[src/rtl/step_sequencer.sv]
//----------------------------------------------------------------------------
// step_sequencer : pattern step sequencer with EDIT / PLAY / RAW modes.
// Optional feature macro: STEP_SEQUENCER_SWING_EN (adds swing port).
// Revision: 1.0
//----------------------------------------------------------------------------
`default_nettype none

module step_sequencer #(
  parameter int STEPS  = 16,
  parameter int TRACKS = 4,
  parameter int DIV_W  = 24,
  localparam int SW    = $clog2(STEPS)
) (
  input  logic              clk,
  input  logic              rst_n,
  input  logic [1:0]        mode,
  input  logic [DIV_W-1:0]  period,
`ifdef STEP_SEQUENCER_SWING_EN
  input  logic [DIV_W-1:0]  swing,
`endif
  input  logic [SW-1:0]     len,
  input  logic              cur_left,
  input  logic              cur_right,
  input  logic [TRACKS-1:0] tgl,
  input  logic              clr,
  input  logic [TRACKS-1:0] raw,
  output logic [SW-1:0]     step_idx,
  output logic [STEPS-1:0]  step_onehot,
  output logic [TRACKS-1:0] cur_pat,
  output logic [TRACKS-1:0] trig,
  output logic              tick
);

  localparam logic [1:0] c_play = 2'd1;
  localparam logic [1:0] c_raw  = 2'd2;

  logic [SW-1:0]     r_step;
  logic [DIV_W-1:0]  r_div;
  logic [TRACKS-1:0] r_pat [STEPS];
  logic [TRACKS-1:0] r_raw_q;
  logic [TRACKS-1:0] r_trig;
  logic              r_tick;
  logic              r_was_play;

  logic              w_play;
  logic              w_raw;
  logic              w_edit;
  logic [SW-1:0]     w_next;
  logic [SW-1:0]     w_prev;
  logic [DIV_W:0]    w_limit;
  logic              w_adv;

  assign w_play = (mode == c_play);
  assign w_raw  = (mode == c_raw);
  assign w_edit = !w_play && !w_raw;

  // ">=" rather than "==" so a len lowered below the position still wraps
  assign w_next = (r_step >= len) ? '0 : r_step + 1'b1;
  assign w_prev = (r_step == '0) ? len : r_step - 1'b1;

`ifdef STEP_SEQUENCER_SWING_EN
  assign w_limit = {1'b0, period} + (w_next[0] ? {1'b0, swing} : '0);
`else
  assign w_limit = {1'b0, period};
`endif

  assign w_adv = r_was_play && ({1'b0, r_div} >= w_limit);

  // r_was_play resets high so a release straight into PLAY runs in-mode
  always_ff @(posedge clk or negedge rst_n) begin
    if (!rst_n) begin
      r_step     <= '0;
      r_div      <= '0;
      r_raw_q    <= '0;
      r_trig     <= '0;
      r_tick     <= 1'b0;
      r_was_play <= 1'b1;
      for (int i = 0; i < STEPS; i++) r_pat[i] <= '0;
    end else begin
      r_raw_q    <= raw;
      r_was_play <= w_play;
      r_trig     <= '0;
      r_tick     <= 1'b0;

      if (w_play) begin
        if (!r_was_play) begin
          r_step <= '0;
          r_div  <= '0;
          r_trig <= r_pat[0] | raw;
        end else if (w_adv) begin
          r_div  <= '0;
          r_step <= w_next;
          r_tick <= 1'b1;
          r_trig <= r_pat[w_next] | raw;
        end else begin
          r_div  <= r_div + 1'b1;
        end
      end else if (w_raw) begin
        r_trig <= raw & ~r_raw_q;
      end else if (cur_right && !cur_left) begin
        r_step <= w_next;
      end else if (cur_left && !cur_right) begin
        r_step <= w_prev;
      end

      if (clr) begin
        for (int i = 0; i < STEPS; i++) r_pat[i] <= '0;
      end else if (w_edit) begin
        r_pat[r_step] <= r_pat[r_step] ^ tgl;
      end
    end
  end

  genvar g;
  generate
    for (g = 0; g < STEPS; g++) begin : g_onehot
      assign step_onehot[g] = (r_step == SW'(g));
    end
  endgenerate

  assign step_idx = r_step;
  assign cur_pat  = r_pat[r_step];
  assign trig     = r_trig;
  assign tick     = r_tick;

endmodule

`default_nettype wire

[config.mk]
export PLATFORM = sky130hd
export DESIGN_NAME = step_sequencer
export DESIGN_NICKNAME = d
export VERILOG_FILES = /design/src/rtl/step_sequencer.sv
export SDC_FILE = /design/constraint.sdc
export NUM_CORES = 1
export LEC_CHECK = 0
export CAP_MARGIN = 20
export CORE_UTILIZATION = 35
export CTS_BUF_LIST = sky130_fd_sc_hd__clkbuf_8
export DETAILED_ROUTE_END_ITERATION = 7
export DONT_BUFFER_PORTS = 1
export GPL_ROUTABILITY_DRIVEN = 0
export SLEW_MARGIN = 20
export SYNTH_ARGS = -nofsm -noshare
export SYNTH_HDL_FRONTEND = slang
export SYNTH_SLANG_ARGS = --single-unit
[constraint.sdc]
create_clock -name clk -period 7.9 [get_ports clk]
set_clock_uncertainty 0.2 [all_clocks]
set_input_delay 0.79 -clock clk [delete_from_list [all_inputs] [get_ports clk]]
set_output_delay 0.79 -clock clk [all_outputs]
set_load 0.05 [all_outputs]
Yosys cells after proc, flatten, opt, wreduce, memory -nomap -nowiden
Cells that the tools add are included.
- bits in registers: 102
- memories: 0
- RAM bits: 0
- output and inout port bits: 29
- memory bits (read-only): 0
- bits in latches: 0
- muxes and demuxes: 28
- multipliers: 0
- divide/modulo/power cells: 0
- bitwise gates (word level): 7
- $lt $le $gt $ge: 5
- add/sub/neg operators: 3
- reductions and logical operators: 13
- shift-type cells: 0
- eq/ne operators: 19
- operators by type and width (cell ; number):
    two-way mux 64 bit ; 2
    two-way mux 4 bit ; 17
    bitwise mux 64 bit ; 1
    two-way mux 24 bit ; 2
    binary-select mux 4 bit (select 4 bit) ; 2
    equality test 4 bit (second input constant) ; 8
    adder 24 x 1 -> 24 bit (second input constant) ; 1
    greater-or-equal comparator 24 bit ; 1
    demux 4 bit (select 4 bit) ; 1
    equality test 4 x 3 -> 1 bit (second input constant) ; 4
    greater-or-equal comparator 5 bit (second input constant) ; 2
    NOT 4 -> 5 bit ; 2
    equality test 4 x 2 -> 1 bit (second input constant) ; 2
    bitwise OR 4 bit ; 2
    logical AND 1 bit ; 5
    less-than comparator 5 x 1 -> 1 bit (second input constant) ; 1
    adder 4 x 1 -> 4 bit (second input constant) ; 1
    AND 4 bit ; 1
    equality test 4 x 1 -> 1 bit (second input constant) ; 1
    greater-or-equal comparator 4 bit ; 1
    logical NOT 1 bit ; 4
    logical NOT 4 bit ; 1
    NOT 4 bit ; 1
    subtractor 4 x 1 -> 4 bit (second input constant) ; 1
    9 further kinds ; 11

Depth between registers and ports, before layout
Gate-level depths: netlist of run 1.
- word-level depth: 10
- gate-level depth with buffers: 14
- depth with buffers taken out: 9

Worst setup path before layout of run 1
OpenSTA, ideal clock, no wires.
- path kind: register -> register
- start point: reg r_step[0], in the netlist step_idx[0]
- end point: reg r_trig[2], in the netlist trig[2]
- stages on the path, launching flop included: 14
- setup slack: 4127 ps
- period minus slack after synthesis: 3773 ps
- data required time: 7576 ps
- data arrival time: 3449 ps
- cell sequence: dfrtp_1 buf_6 buf_8 buf_2 buf_2 inv_1 ha_1 nor2b_1 o21ai_0 a21o_1 nor2_1 mux4_2 a22oi_1 a21oi_1
- word-level cells in the longest chain between the ends: 10
- ends and longest elaborated chain (element ; line ; RTL):
    start: declaration ; 37 ; logic [SW-1:0] r_step;
    start signal: assignment ; 92 ; r_step <= w_next;
    start signal: assignment ; 101 ; r_step <= w_next;
    start signal: assignment ; 103 ; r_step <= w_prev;
    adder 4 x 1 -> 4 bit or greater-or-equal comparator 4 bit (tied branches) ; 58 ; assign w_next = (r_step >= len) ? '0 : r_step + 1'b1;
    two-way mux 4 bit * ; 58 ;
    NOT 4 -> 5 bit (implied by the code) * ; 94 ; r_trig <= r_pat[w_next] | raw;
    binary-select mux 4 bit (select 4 bit) * ; 94 ;
    two-way mux 4 bit (implied by the code) * (2 in a row) ; 94 ;
    bitwise OR 4 bit * ; 94 ;
    two-way mux 4 bit * ; 90 ; end else if (w_adv) begin
    two-way mux 4 bit * ; 86 ; if (!r_was_play) begin
    two-way mux 4 bit * ; 85 ; if (w_play) begin
    end signal: assignment ; 89 ; r_trig <= r_pat[0] | raw;
    end signal: assignment ; 94 ;
    end signal: assignment ; 99 ; r_trig <= raw & ~r_raw_q;
    end: declaration ; 41 ; logic [TRACKS-1:0] r_trig;
Every way passes the cells marked *; elsewhere a longest branch is shown, timed or not. The select of a mux whose other input is x is not followed.
A chain may end at the register's enable or synchronous reset.

Final worst setup path of run 1
- start point: reg r_step[0], in the netlist step_idx[0]
- end point: reg r_trig[3], in the netlist trig[3]
Same word-level chain as after synthesis.

==> results.yml, run 1 <==
logic_synthesis:
  synth_enable_flop_cells: 0
  synthArstFlopShare_pct: 100
  synth_fp_nets: 788
  synth_area_mm2: 0.00695
  ys_seq_elements: 102
  yosysSeqAreaShare_pct: 36.7
  ys.flop_type: "dfrtp_1"
  postSynthAreaPerCell_um2: 9.80
  synth_cell_types: 62
  synthCells: 709
  synth_warnings: 0
grt:
  antenna_found_initial: 0
  grt_pass1_vias: 4968
  grt_pass1_wl_um: 28800
  grt_max_degree: 102
  grt_overflow: 0
  grt_use_total_pct: 18.8
setup_path:
  r2r_cells: 10
  endpoint_kind: "flop"
  crit_cells: 10
  path_class: "flop to flop"
  cp.required_ns: 8.00
  r2r_end: "trig[3]"
  critPathLaunch: "step_idx[0]"
  critPathMaxFanout: 55
  crit_path_max_incr_delay_ns: 0.81
  cp_slowest_cell: "a21oi_1"
  crit_buf_inv: 2
  arrival_ns: 4.29
  r2r_setup_slack_ns: 3.71
  path_cells: "buf_4 -> inv_1 -> ha_1 -> nor2b_1 -> o21ai_0 -> a21oi_1 -> nand2_1 -> a311oi_1 -> nor4b_1 -> nor4_1"
  start_kind: "flop"
  cp_top_family: "compound AO/OA/AOI/OAI gates"
  r2r-start: "step_idx[0]"
  crit_path_end: "trig[3]"
power:
  ir_drop_uv: 163
  internal-power_uw: 1000
  pwr_density_cell_mw_per_mm2: 258
  swShare_pct: 46.8
  p_comb_share_pct: 47.0
  seqPwrFrac_pct: 33.7
  p_sw_uw: 883
  p_clk_share_pct: 19.3
  p_leak_uw: 0.00348
sta:
  tightest_slew_ns: 0.961
  totalNegativeSetupSlack_ns: 0
  max_clock_freq_ghz: 0.238
  finalSetupViolations: 0
  fin_crit_ns: 4.19
  drv_slew: 0
  hold_violations: 0
  rsz0062_at_grt: "false"
  slew_headroom_pct: 35.9
  post-route-period-util_pct: 53.1
cells_and_area:
  final_cell_mix: "dfrtp_1, nor2_1, mux2i_1"
  layout-drive-gt1-share_pct: 8.88
  antenna_cells: 0
  final_cells: 952
  final_common_cell: "dfrtp_1"
  nNetsFinal: 761
  area_growth_pct: 5.33
route:
  finalWirelength_um: 18600
  top_layer: "met4"
  ant_nets: 0
  via_per_inst: 5.62
  route.met3.wl_um: 1240
  drtPass1Iterations: 5
  vias: 5348
  drc: 0
  met1_length_um: 8630
  drt-initial-drc-count: 507
  wl_per_cell_um: 19.5
  dr_wl_met2_um: 8260
min_path:
  hold_class: "input pin to asynchronous set/reset pin"
die:
  rows: 51
  core_area_mm2: 0.0195
  die_h_um: 143
  dieArea_mm2: 0.0204
  fp.dieW_um: 143
  start_util_pct: 35.7
  ios: 72
cts:
  htreeDepth: 3
  holdBufCountCts: 1
  cts_tree: "yes"
  cts_sinks: 102
  clock_latency_ns: 0.39
  cts_buffers: 9
  ctsResizeCount: 0
  cts_max_path_buffers: 2
  cts_setup_buffers: 0
  cts_root_buffer: "clkbuf_8"
  clk_pin_slew_ns: 0.11
placed_design:
  dp_hpwl_um: 12900
  io_buffers: 0
  dp.cells: 935
status:
  status: "completed"
run:
  maxCapViolations: 0
cell type report:
cell class,instances,area (um2)
fillers,1950,12100
multi-input cells,521,4000
flip-flops and latches,102,2560
well taps,265,332
inverters,43,161
clock buffers,9,124
clock inverters,7,90.1
repair buffers,5,57.6
worst min-delay path by stage:
stage / end / slack [ns] / cells after the start
3_3_place_gp: r_pat[45] / 0.30 / 0
2_1_floorplan: trig[0] / 0.28 / 3
3_5_place_dp: r_pat[45] / 0.30 / 0
6_report: r_was_play / 0.03 / 0
4_1_cts: r_was_play / 0.007 / 0
5_1_grt: r_was_play / 0.004 / 0
through the flow:
step                      total power (uW)  utilization, %  cell area, um2  hold slack (ns)  worst slack [ns]
after floorplan                       1340               -            6950            0.283              4.13
after global placement                1500            36.4            7080            0.299              3.96
after detailed placement              1510            36.4            7080            0.299              3.84
after CTS                             1880            37.6            7320          0.00696              3.81
after global routing                  1980            37.6            7320          0.00393              3.42
final                                 1890            37.6            7320           0.0279              3.71
worst reg2reg max path: stages, from the launching register on:
cell and delay, ns:
dfrtp_2 0.36, buf_4 0.62, inv_1 0.43, ha_1 0.37, nor2b_1 0.11, o21ai_0 0.19
a21oi_1 0.81, nand2_1 0.30, a311oi_1 0.34, nor4b_1 0.10, nor4_1 0.26
cell usage after synthesis, drive strengths merged (3+ instances only):
cell type | number | area [um2]
nor3 | 15 | 75.1
inv | 43 | 161
nand2 | 51 | 191
o21ai | 19 | 95.1
nand2b | 7 | 43.8
nand3 | 37 | 185
a22o | 8 | 70.1
nor2b | 4 | 25.0
xor2 | 7 | 91.3
o211ai | 4 | 30.0
a21oi | 20 | 100
mux4 | 26 | 616
or3 | 6 | 37.5
and3 | 12 | 75.1
a21bo | 3 | 30.0
a211oi | 9 | 72.6
a31oi | 7 | 43.8
nor2 | 91 | 342
a2bb2oi | 3 | 26.3
o311ai | 12 | 105
mux2 | 7 | 78.8
o2bb2ai | 3 | 26.3
ha | 36 | 450
nand4 | 7 | 43.8
dfrtp | 101 | 2530
buf | 18 | 141
o31ai | 3 | 22.5
or2 | 3 | 18.8
and2 | 13 | 81.3
clkbuf | 25 | 93.8
mux2i | 75 | 751
a22oi | 3 | 22.5
registers in the layout, summed over array words and instances, names as in the netlist:
signal      flops
tick            1
r_div          24
r_raw_q         4
r_was_play      1
r_pat          64
step_idx        4
trig            4
logic make-up after synthesis:
family / Yosys count / share of synthesized area (%)
and+or+nand+nor: 253 / 16.9
xor gates and xnor gates: 9 / 1.57
buffers and inverters: 86 / 5.71
muxes: 108 / 20.8
AOI/OAI and AO/OA: 115 / 11.8
adders and majority gates: 36 / 6.48
DFF: 102 / 36.7
power by group through the flow:
| stage | combinational (uW) | sequential (uW) | clock [uW] |
|---|---|---|---|
| final | 886 | 636 | 364 |
| after global routing | 944 | 644 | 393 |
| after CTS | 875 | 636 | 373 |
| after detailed placement | 859 | 646 | 0 |
| after global placement | 857 | 645 | 0 |
| after floorplan | 704 | 637 | 0 |
routing by layer:
layer	global-route usage, %	up-vias
met3	4.29	25
li1	-	2520
met5	0	-
met4	6.06	0
met1	26.1	2629
met2	28.6	174
No activity file was read; power rests on OpenSTA's default activity.
==> run 2: changes to the inputs <==
==> constraint.sdc (replaced) <==
create_clock -name clk -period 3.85 [get_ports clk]
set_clock_uncertainty 0.2 [all_clocks]
set_input_delay 0.385 -clock clk [delete_from_list [all_inputs] [get_ports clk]]
set_output_delay 0.385 -clock clk [all_outputs]
set_load 0.05 [all_outputs]
==> run 2 against run 1 <==
Against the previous run: register-to-register slack got worse by 3.3 ns; critical path depth decreased by 5; maximum frequency increased by 20%; design area increased by 2.1%; global-route usage increased by 0.33 points; cell count increased by 1.9%; flip-flop and latch count unchanged; total power increased by 110%; combinational power increased by 110%; critical endpoint is now r_pat[14].
==> results.yml, run 2 (same netlist as run 1, synthesis figures left out) <==
status:
  status: "completed"
cts:
  cts_tree: "yes"
  ctsResizeCount: 0
  cts_sinks: 102
  cts_setup_buffers: 0
  cts_root_buffer: "clkbuf_8"
  holdBufCountCts: 7
  clk_pin_slew_ns: 0.09
  htreeDepth: 3
  cts_buffers: 9
  cts_max_path_buffers: 2
  clock_latency_ns: 0.38
placed_design:
  io_buffers: 0
  dp_hpwl_um: 13200
die:
  rows: 51
  fp.dieW_um: 143
  core_area_mm2: 0.0195
  ios: 72
  dieArea_mm2: 0.0204
  start_util_pct: 35.7
  die_h_um: 143
sta:
  slew_headroom_pct: 35.7
  totalNegativeSetupSlack_ns: 0
  rsz0062_at_grt: "false"
  drv_slew: 0
  post-route-period-util_pct: 90.5
  fin_crit_ns: 3.48
  tightest_slew_ns: 0.964
  finalSetupViolations: 0
  max_clock_freq_ghz: 0.287
  hold_violations: 0
cells_and_area:
  antenna_cells: 0
  area_growth_pct: 7.58
  finish.utilization_pct: 38.4
  regMostFlops: "r_pat"
  largest_registers: "r_pat (64), r_div (24)"
  final_common_cell: "dfrtp_1"
  n_fill_cell: 1922
  layout-drive-gt1-share_pct: 10.5
  final_cell_mix: "dfrtp_1, nor2_1, mux2i_1"
  nNetsFinal: 780
  largest_register_ffs: 64
grt:
  antenna_found_initial: 0
  grt_max_degree: 103
  grt_util_met1_pct: 26.3
  met3_usage_pct: 3.86
  grt_use_total_pct: 19.1
  grt.busiest_layer: "met2"
  met2_usage_pct: 30.2
  grt_pass1_vias: 5257
  grt_overflow: 0
  grt_pass1_wl_um: 29600
route:
  vias: 5410
  drtPass1Iterations: 5
  wl_per_cell_um: 19.1
  drt-initial-drc-count: 444
  finalWirelength_um: 18500
  drc: 0
  via_per_inst: 5.58
  ant_nets: 0
setup_path:
  critPathMaxFanout: 29
  start_kind: "flop"
  path_class: "flop to flop"
  endpoint_kind: "flop"
  arrival_ns: 3.59
  cp.required_ns: 3.96
power:
  pwr_density_cell_mw_per_mm2: 518
  ir_drop_uv: 232
  p_leak_uw: 0.00356
run:
  maxCapViolations: 0
min_path:
  hold_class: "input pin to flop"
## run 2: changes by cell type in the layout (fill, tap and decap cells not counted), moves of 2 or more
cell	delta
clkinvlp_4	+3
buf_4	+12
clkbuf_8	+2
inv_8	-3
dlygate4sd3_1	+5
clkinv_4	-3
## run 2: path summary, 6_finish.rpt
check	from	slack, ns	to	depth (start not counted)
max in group asynchronous	rst_n	2.66	r_was_play	2
worst max register to register	step_idx[1]	0.37	r_pat[14]	5
min in group asynchronous	rst_n	0.38	r_pat[36]	2
worst max-delay path	step_idx[1]	0.37	r_pat[14]	5
worst min register to register	r_raw_q[0]	0.33	trig[0]	3
worst min-delay path	raw[3]	0.05	trig[3]	2
## run 2: layer usage
metal | wire, um | vias to the layer above
met4 | 342 | 0
met1 | 8280 | 2665
li1 | - | 2554
met5 | 0 | -
met2 | 8680 | 168
met3 | 1210 | 23
## run 2: report_power, final
group	internal, uW	switching [uW]	leakage, uW	total (uW)
sequential	1140	167	0.00140	1310
combinational	672	1230	0.00208	1900
clock	269	388	0.0000841	657
## run 2: cell type report
| type | count | area, um2 | share of cell area, % |
|---|---|---|---|
| clock buffer | 11 | 151 | 2.02 |
| clock inverter | 4 | 31.3 | 0.418 |
| inverter | 43 | 161 | 2.16 |
| multi-input combinational | 521 | 4000 | 53.5 |
| sequential | 102 | 2560 | 34.2 |
| tap | 265 | 332 | 4.43 |
| timing repair buffer | 24 | 245 | 3.28 |
## run 2: worst max-delay path: stages (launching register included)
cell and delay, ns:
dfrtp_2 0.81, mux4_1 0.63, mux4_2 0.66, xor2_2 0.79, mux2i_1 0.17, nor2_1 0.14
## run 2: stage by stage
step | setup slack (ns) | hold slack [ns] | std cells | instance area [um2] | total power [uW]
global placement | 0.428 | -0.105 | 948 | 7190 | 3170
floorplan | 0.0767 | -0.111 | 709 | 6950 | 2750
finish | 0.366 | 0.0454 | 970 | 7480 | 3870
CTS | 0.368 | 0.0318 | 970 | 7480 | 3880
global route | 0.153 | 0.0475 | 970 | 7480 | 4090
detailed placement | 0.325 | -0.106 | 948 | 7190 | 3180
==> run 3: changes to the inputs <==
--- a/config.mk
+++ b/config.mk
@@ -11,6 +11,8 @@
 export DETAILED_ROUTE_END_ITERATION = 7
 export DONT_BUFFER_PORTS = 1
 export GPL_ROUTABILITY_DRIVEN = 0
+export HOLD_SLACK_MARGIN = 0.12
+export REMOVE_ABC_BUFFERS = 1
 export SLEW_MARGIN = 20
 export SYNTH_ARGS = -nofsm -noshare
 export SYNTH_HDL_FRONTEND = slang
==> run 3 against run 2 <==
Against the previous run: sequential share of layout area down 0.057 points; clock power up 1%; via count up 1.2%; design area up 0.17%; cell count up 0.21%; sequential power up 3%; worst setup slack worse by 0.15 ns; maximum frequency down 4.0%; register-to-register slack worse by 0.15 ns; global-route usage up 0.26 points; flip-flop and latch count unchanged; critical endpoint is now trig[2]; largest power group unchanged.
==> results.yml, run 3 (same netlist as run 1, synthesis figures left out) <==
cts:
  cts_max_path_buffers: 2
  cts_buffers: 9
  cts_root_buffer: "clkbuf_8"
  clk_pin_slew_ns: 0.10
  cts_sinks: 102
  cts_tree: "yes"
  clock_latency_ns: 0.40
  htreeDepth: 3
  cts_setup_buffers: 0
route:
  finalWirelength_um: 18800
  drtPass1Iterations: 5
  top_layer: "met4"
  drc: 0
  ant_nets: 0
  dr_wl_met2_um: 8840
  met1_length_um: 8580
  via_per_inst: 5.63
  wl_per_cell_um: 19.3
  drt-initial-drc-count: 446
  vias: 5475
  route.met3.wl_um: 1190
cells_and_area:
  seq_area_mm2: 0.00256
  largest_registers: "r_pat (64), r_div (24)"
  nNetsFinal: 781
  n_fill_cell: 1969
  multi_input_area_mm2: 0.00400
  largest_register_ffs: 64
  layout-drive-gt1-share_pct: 10.5
  final_cell_mix: "dfrtp_1, nor2_1, mux2i_1"
  antenna_cells: 0
  regMostFlops: "r_pat"
  final_common_cell: "dfrtp_1"
  area_growth_pct: 7.76
setup_path:
  arrival_ns: 3.71
  critPathLaunch: "step_idx[0]"
  crit_cells: 9
  r2r-start: "step_idx[0]"
  path_cells: "inv_1 -> ha_1 -> nor2b_1 -> o21ai_0 -> a21o_1 -> nor2_1 -> mux4_2 -> a22oi_1 -> a21oi_1"
  r2r_end: "trig[2]"
  path_class: "flop to flop"
  r2r_setup_slack_ns: 0.22
  cp_top_family: "compound AO/OA/AOI/OAI gates"
  cp.required_ns: 3.93
  start_kind: "flop"
  critPathMaxFanout: 25
  r2r_cells: 9
  endpoint_kind: "flop"
  crit_buf_inv: 1
  crit_path_max_incr_delay_ns: 0.75
  cp_slowest_cell: "dfrtp_2"
sta:
  post-route-period-util_pct: 94.3
  fin_crit_ns: 3.63
  tightest_slew_ns: 0.862
  hold_violations: 0
  finalSetupViolations: 0
  rsz0062_at_grt: "false"
  slew_headroom_pct: 42.5
  max_clock_freq_ghz: 0.275
  drv_slew: 0
  layout_setup_ws_ns: 0.219
die:
  core_area_mm2: 0.0195
  dieArea_mm2: 0.0204
  start_util_pct: 35.7
  ios: 72
  fp.dieW_um: 143
  die_h_um: 143
  rows: 51
min_path:
  holdCritStartpoint: "clr"
  holdPathStages: 2
  hold_class: "input pin to flop"
  hold_end: "r_pat[5]"
power:
  p_comb_share_pct: 48.6
  seqPwrFrac_pct: 34.4
  total_power_uw: 3930
  pwr_density_cell_mw_per_mm2: 525
  ir_drop_uv: 285
  swShare_pct: 46.0
  p_leak_uw: 0.00358
  p_sw_uw: 1810
  internal-power_uw: 2120
  p_clk_share_pct: 17.0
placed_design:
  io_buffers: 0
  place_ws_ns: 0.258
  dp_hpwl_um: 13200
grt:
  grt_overflow: 0
  grt_use_total_pct: 19.3
  grt_pass1_vias: 5367
  grt_pass1_wl_um: 30100
  antenna_found_initial: 0
  grt_max_degree: 103
status:
  status: "completed"
run:
  maxCapViolations: 0
## run 3: cell count changes in the layout (fill, tap and decap cells not counted), sizes merged
cell | before | now
buf | 19 | 20
clkbuf | 11 | 12
clkinvlp | 3 | 2
inv | 44 | 45
## run 3: how the worst max path moves through the flow
stage	end
after floorplan	trig[1]
after global placement	trig[2]
after detailed placement	trig[2]
after CTS	trig[2]
after global routing	trig[2]
final	trig[2]
## run 3: what timing repair did
action,in CTS,in global routing
setup endpoints to repair,0,0
hold buffers,7,0
hold endpoints to repair,173,0
gates resized for setup,0,0
## run 3: routing by layer
metal  up-vias  GRT usage, %
li1       2562             -
met1      2690          26.5
met2       202          30.8
met3        21          4.39
met4         0          4.47
met5         -          1.00
## run 3: power by group through the flow
| stage | sequential (uW) | combinational (uW) | clock [uW] |
|---|---|---|---|
| CTS | 1350 | 1910 | 684 |
| global placement | 1370 | 1850 | 0 |
| finish | 1350 | 1910 | 666 |
| global route | 1370 | 2060 | 723 |
| detailed placement | 1370 | 1850 | 0 |
| floorplan | 1440 | 1200 | 0 |
## run 3: area by class of cell
class	count	area share (%)
clock buffer	12	2.21
sequential	102	34.1
clock inverter	4	0.301
timing repair buffer	25	3.37
multi-input combinational	521	53.4
inverter	43	2.16
tap	265	4.43
## run 3: stage by stage
step	utilization, %	instances	hold slack, ns	TNS (ns)	cell area (um2)
after floorplan	-	666	-0.111	-9.09	6720
after global placement	37.0	949	-0.108	0	7200
after detailed placement	37.0	949	-0.108	0	7200
after CTS	38.5	972	0.128	0	7490
after global routing	38.5	972	0.145	0	7490
final	38.5	972	0.133	0	7490
